## config.mk

```make
export PLATFORM = sky130hd
export DESIGN_NAME = rd_stream_sched
export DESIGN_NICKNAME = d
export VERILOG_FILES = /design/src/rtl/rd_stream_pkg.sv /design/src/rtl/rd_stream_sched.sv
export SDC_FILE = /design/constraint.sdc
export NUM_CORES = 1
export LEC_CHECK = 0
export BUFFER_PORTS_ARGS = -buffer_cell sky130_fd_sc_hd__buf_2
export CELL_PAD_IN_SITES_DETAIL_PLACEMENT = 1
export CELL_PAD_IN_SITES_GLOBAL_PLACEMENT = 1
export CORE_MARGIN = 2
export CORE_UTILIZATION = 26
export CTS_CLUSTER_SIZE = 24
export DETAILED_ROUTE_END_ITERATION = 8
export PLACE_DENSITY_LB_ADDON = 0.1
export SLEW_MARGIN = 10
export SYNTH_ARGS = -nofsm -noshare
export SYNTH_HDL_FRONTEND = slang
export SYNTH_SLANG_ARGS = --single-unit
```

## constraint.sdc

```tcl
create_clock -name clk -period 3.35 [get_ports clk]
set_input_delay 0.335 -clock clk [delete_from_list [all_inputs] [get_ports clk]]
set_output_delay 0.335 -clock clk [all_outputs]
set_load 0.02 [all_outputs]
```

## src/rtl/rd_stream_pkg.sv

```systemverilog
// rd_stream_sched shared definitions: defaults, FSM states
// and the per-stream base address helper.
package rd_stream_pkg;

    localparam int DEF_NUM_STREAMS          = 12;
    localparam int DEF_WRITE_STREAM_MAXSIZE = 230400;
    localparam int DEF_STREAM_ADDR_OFFSET   = $clog2(DEF_WRITE_STREAM_MAXSIZE);
    localparam int DEF_STREAM_ADDR_SHIFT    = 2;
    localparam int DEF_BEAT_BYTES           = 64;
    localparam int DEF_LONG_LEN             = 20;
    localparam int DEF_SHORT_LEN            = 4;
    localparam int DEF_SHORT_EVERY          = 4;

    localparam int STREAM_BEATS = DEF_WRITE_STREAM_MAXSIZE / DEF_BEAT_BYTES;
    localparam int BASE_SHIFT   = DEF_STREAM_ADDR_OFFSET + DEF_STREAM_ADDR_SHIFT;

    typedef enum logic [1:0] {
        ST_IDLE,
        ST_ISSUE,
        ST_DONE
    } state_t;

    function automatic logic [31:0] stream_base(
        input logic [3:0] n,
        input int         shift = BASE_SHIFT
    );
        return 32'(n) << shift;
    endfunction

endpackage

```

## src/rtl/rd_stream_sched.sv

```systemverilog
// Round-robin read-command scheduler: walks each stream buffer
// with a long/short burst pattern and a trailing remainder burst.
module rd_stream_sched
    import rd_stream_pkg::*;
#(
    parameter int NUM_STREAMS          = DEF_NUM_STREAMS,
    parameter int WRITE_STREAM_MAXSIZE = DEF_WRITE_STREAM_MAXSIZE,
    parameter int STREAM_ADDR_OFFSET   = $clog2(WRITE_STREAM_MAXSIZE),
    parameter int STREAM_ADDR_SHIFT    = DEF_STREAM_ADDR_SHIFT,
    parameter int BEAT_BYTES           = DEF_BEAT_BYTES,
    parameter int LONG_LEN             = DEF_LONG_LEN,
    parameter int SHORT_LEN            = DEF_SHORT_LEN,
    parameter int SHORT_EVERY          = DEF_SHORT_EVERY
) (
    input  logic        clk,
    input  logic        reset,
    input  logic        en,
    input  logic [31:0] burst_limit,
    output logic        cmd_valid,
    input  logic        cmd_ready,
    output logic [31:0] cmd_addr,
    output logic [7:0]  cmd_len,
    output logic        cmd_last,
    output logic [3:0]  cmd_stream,
    output logic        frame_done,
    output logic        finish,
    output logic [31:0] burst_cnt
);

    localparam int BEATS  = WRITE_STREAM_MAXSIZE / BEAT_BYTES;
    localparam int SHIFT  = STREAM_ADDR_OFFSET + STREAM_ADDR_SHIFT;
    localparam int OFF_W  = $clog2(BEATS + 1);
    localparam int PIDX_W = (SHORT_EVERY > 1) ? $clog2(SHORT_EVERY) : 1;

    localparam logic [3:0]        LAST_STREAM = 4'(NUM_STREAMS - 1);
    localparam logic [PIDX_W-1:0] SHORT_IDX   = PIDX_W'(SHORT_EVERY - 1);

    if (NUM_STREAMS > 16 ||
        (64'(NUM_STREAMS) << SHIFT) > 64'h1_0000_0000) begin : g_bad_span
        $fatal(1, "stream address span does not fit in 32 bits");
    end

    if (WRITE_STREAM_MAXSIZE % BEAT_BYTES != 0) begin : g_bad_size
        $fatal(1, "stream size is not a whole number of beats");
    end

    state_t            state;
    logic [OFF_W-1:0]  off_q;
    logic [PIDX_W-1:0] pidx_q;
    logic [31:0]       lim_q;

    logic [3:0]        sel_stream;
    logic [OFF_W-1:0]  sel_off;
    logic [PIDX_W-1:0] sel_pidx;
    logic [OFF_W-1:0]  rem;
    logic [7:0]        pat;
    logic [7:0]        sel_len;
    logic              sel_last;
    logic [31:0]       sel_addr;
    logic              accept;

    assign accept = cmd_valid && cmd_ready;

    // From IDLE the selected position is the start of stream 0;
    // otherwise it is the position following the presented command.
    always_comb begin
        sel_stream = '0;
        sel_off    = '0;
        sel_pidx   = '0;
        if (state != ST_IDLE) begin
            if (cmd_last) begin
                sel_stream = (cmd_stream == LAST_STREAM)
                           ? 4'd0 : cmd_stream + 4'd1;
            end else begin
                sel_stream = cmd_stream;
                sel_off    = off_q + OFF_W'(cmd_len);
                sel_pidx   = (pidx_q == SHORT_IDX)
                           ? '0 : pidx_q + PIDX_W'(1);
            end
        end
        rem      = OFF_W'(BEATS) - sel_off;
        pat      = (sel_pidx == SHORT_IDX)
                 ? 8'(SHORT_LEN) : 8'(LONG_LEN);
        sel_len  = (32'(pat) < 32'(rem)) ? pat : 8'(rem);
        sel_last = (32'(sel_len) == 32'(rem));
        sel_addr = stream_base(sel_stream, SHIFT)
                 + 32'(sel_off) * 32'(BEAT_BYTES);
    end

    always_ff @(posedge clk) begin
        if (reset) begin
            state      <= ST_IDLE;
            off_q      <= '0;
            pidx_q     <= '0;
            lim_q      <= '0;
            cmd_valid  <= 1'b0;
            cmd_addr   <= '0;
            cmd_len    <= '0;
            cmd_last   <= 1'b0;
            cmd_stream <= '0;
            frame_done <= 1'b0;
            finish     <= 1'b0;
            burst_cnt  <= '0;
        end else begin
            frame_done <= 1'b0;
            unique case (state)
                ST_IDLE: begin
                    if (en) begin
                        state      <= ST_ISSUE;
                        lim_q      <= burst_limit;
                        burst_cnt  <= '0;
                        cmd_valid  <= 1'b1;
                        off_q      <= sel_off;
                        pidx_q     <= sel_pidx;
                        cmd_stream <= sel_stream;
                        cmd_addr   <= sel_addr;
                        cmd_len    <= sel_len;
                        cmd_last   <= sel_last;
                    end
                end
                ST_ISSUE: begin
                    if (accept) begin
                        burst_cnt  <= burst_cnt + 32'd1;
                        off_q      <= sel_off;
                        pidx_q     <= sel_pidx;
                        cmd_stream <= sel_stream;
                        cmd_addr   <= sel_addr;
                        cmd_len    <= sel_len;
                        cmd_last   <= sel_last;
                        frame_done <= cmd_last &&
                                      (cmd_stream == LAST_STREAM);
                        if (lim_q != '0 &&
                            burst_cnt + 32'd1 == lim_q) begin
                            state     <= ST_DONE;
                            cmd_valid <= 1'b0;
                            finish    <= 1'b1;
                        end else if (!en) begin
                            state     <= ST_IDLE;
                            cmd_valid <= 1'b0;
                        end
                    end
                end
                ST_DONE: begin
                    if (!en) begin
                        state  <= ST_IDLE;
                        finish <= 1'b0;
                    end
                end
                default: state <= ST_IDLE;
            endcase
        end
    end

endmodule

```

==> run metrics <==
R2R Path Start=cmd_len[4]$_SDFFE_PP0P_; Max Used Layer=met4; area of the die=23800 µm²; final instance area=6990 µm²; endpoints failing setup=0; Clock transition at path regs=80 ps; Post-Syn Area per Cell=7.64 µm²; Hold-fix buffers, CTS=0; metal2 WL=9610 µm; register area share after synthesis=0.327; die width=154 µm; clock buffer depth=2; HPWL Detailed=14900 µm; met3 WL post-DR=621 µm; Iter 0 DRT Violations=175; fin nets=902; antenna violations before repair=0; CP Data Required Time=3630 ps; final clock period utilization by the worst path=0.954; worst vdd ir=0.000174 V; Primary FF master, synth=dfxtp_1; Commonest cells post-synth=nand2_1, dfxtp_1, a21oi_1; number of max-cap violations=0; reg2reg end=cmd_len[1]$_SDFFE_PP0P_; TritonCTS buffer count=9; hold path depth=3; ant diodes=0; Final Hold Fails=0; Site Rows=55; P_leak=2.83 nW; Hold Crit Class=input pin to flip-flop; clock period minus final worst setup slack=3200 ps; Yosys top cell by area=dfxtp_1; # IOs=116; YS warnings=0; Yosys top cell area share=0.327; dpl cell area=6590 µm²; FMAX=313 MHz; Slowest-stage cell, CP=dfxtp_1; vias per cell=5.06; #FFs+latches synth=96; r2r worst-path depth=10; met1 wire length=9530 µm; layout cell share with drive strength beyond 1=0.208; Power, Total=2.63 mW; crit path kind=flip-flop to flip-flop; outcome=finished, final reports clean; crit end category=flip-flop; post-synth cell types=70; Startpoint Class=flip-flop; Root Buffer Master=clkbuf_16; vias=5780; Critical Path AT=3480 ps; chip height=154 µm; WP buf/inv=0; worst-path cell chain=ha_2 > and3_1 > a221oi_2 > mux2i_2 > o31ai_1 > nor4b_2 > o211ai_1 > a211oi_4 > nand3_1 > a21oi_2; Total GRT Usage=0.166; Clock Latency Late Sink=350 ps; first drt pass iteration count=4; Slew Limit Headroom=0.478; Cell Area, Synth=5880 µm²; DRC viols=0; CP max FO=8; CTS tree=built; grt total ovfl=0; family with the most delay on the worst path=compound AO/OA/AOI/OAI gates; reg-to-reg setup timing slack=150 ps; pin count of the biggest net entering global routing=43; vias in the first global route=5754; Core Box Area=22400 µm²; Tightest Pin Transition=782 ps; top-count cell post-synth=nand2_1; first-pass GRT wire length=31500 µm; Clock Skews=7.17 ps; Post-DRT Antenna Nets=0; Post-synth EDFFs=0; async set or reset register ratio after synthesis=0; Sink Count=96; Initial Utilization=0.262; Slew Viols, Final=0; Placed Cells incl. Taps=1122; CTS H-tree lvls=3; Port Buf Inserts=99; Cell Count, Final, Fillers Out=1142; final wirelength=20100 µm; largest cells by area after synthesis=dfxtp_1, nand2_1, a21oi_1; Hold Path End=lim_q[1]$_SDFFE_PP0P_; Post-Syn Instances=770; slowest stage delay, CP=420 ps; Hold Path Origin=burst_limit[1]; Wirelength per Cell=17.6 µm; RD Place Congestion=0.777; Power Dens Cells=376 nW/µm²; area grow syn2layout=18.9%
power by group:
part | internal, mW | switching, mW | leakage [nW] | total, mW
clock network | 0.597 | 0.489 | 0.152 | 1.09
registers | 1.17 | 0.0345 | 0.781 | 1.20
logic | 0.120 | 0.222 | 1.90 | 0.341
total | 1.89 | 0.745 | 2.83 | 2.63
cell type report:
type / count / area [µm²]
Clock inverter: 6 / 58.8
Clock buffer: 10 / 239
Fill cell: 2724 / 15400
Timing Repair Buffer: 125 / 691
Inverter: 11 / 41.3
Sequential cell: 96 / 1930
Tap cell: 285 / 357
Multi-Input combinational cell: 609 / 3680
how the worst max path moves through the flow:
stage                            start                       to  slack (ps)  cells after the start
6_report       cmd_len[4]$_SDFFE_PP0P_  cmd_len[1]$_SDFFE_PP0P_         150                     10
5_1_grt        cmd_len[0]$_SDFFE_PP0P_  cmd_len[1]$_SDFFE_PP0P_         -40                     15
4_1_cts          off_q[0]$_SDFFE_PP0P_  cmd_len[3]$_SDFFE_PP0P_          30                     15
3_5_place_dp     off_q[0]$_SDFFE_PP0P_  cmd_len[3]$_SDFFE_PP0P_         -50                     15
3_3_place_gp     off_q[0]$_SDFFE_PP0P_  cmd_len[1]$_SDFFE_PP0P_          80                     15
2_1_floorplan  cmd_len[0]$_SDFFE_PP0P_  cmd_len[1]$_SDFFE_PP0P_          30                     15
what timing repair did:
action,CTS,global route
setup endpoints to repair,5,6
gates resized for setup,2,18
buffers inserted,0,4
pin swaps,1,12
cells in the final DEF (no fill, tap or decap), drive strengths merged, types with 3 or more instances in the layout:
master  synthesis  layout
or3            11      11
nor4           21      21
nand3          34      34
o21ai          33      33
xor2           19      19
and2            9       9
nor2b           3       3
a211o           5       5
xnor2          42      42
clkbuf         35      10
nor2           65      65
nor3           16      16
nand4          11      11
a311oi          5       5
ha             13      13
a22oi           8       8
o211ai          6       6
nand2         118     118
inv            11      11
a21oi          87      87
and4            5       5
buf            34     125
clkinv          0       5
nand2b          5       5
a31oi           7       7
a211oi          7       7
dfxtp          96      96
and3           16      16
a21o           10      10
mux2i           3       3
conb            1      16
per-stage QoR:
step	worst slack [ps]	util	setup TNS, ps	hold slack, ps
after floorplan	29.8	-	0	436
after global placement	82.9	0.294	0	442
after detailed placement	-50.9	0.294	-110	457
after CTS	33.0	0.307	0	206
after global routing	-44.4	0.312	-44.4	222
final	154	0.312	0	219
routing by layer:
metal  vias up  global-route usage
met5         -                   0
li1       2845                   -
met4         0              0.0498
met3        21              0.0213
met2        92               0.282
met1      2822               0.219
worst min-delay path, cell delays in order:
cell and delay (ps):
buf_2 100, nand2_1 50, a21oi_1 50
cell families after synthesis:
logic type / count (synthesis) / share of synthesized area
multiplexers: 4 / 0.00830
AND/OR/NAND/NOR: 323 / 0.270
AO/OA/AOI/OAI: 191 / 0.203
XOR/XNOR: 61 / 0.0908
flip-flops: 96 / 0.327
buffers and inverters: 80 / 0.0702
other: 1 / 0.000638
adder cells (fa/ha/maj): 14 / 0.0311
flip-flops by register name, indices dropped and copies added, names as in the netlist, 2 cells and up:
register    count
burst_cnt      32
lim_q          32
off_q          11
cmd_len         8
cmd_stream      3
cmd_addr        2
pidx_q          2
state           2
Power figures use the tool's default switching activity.
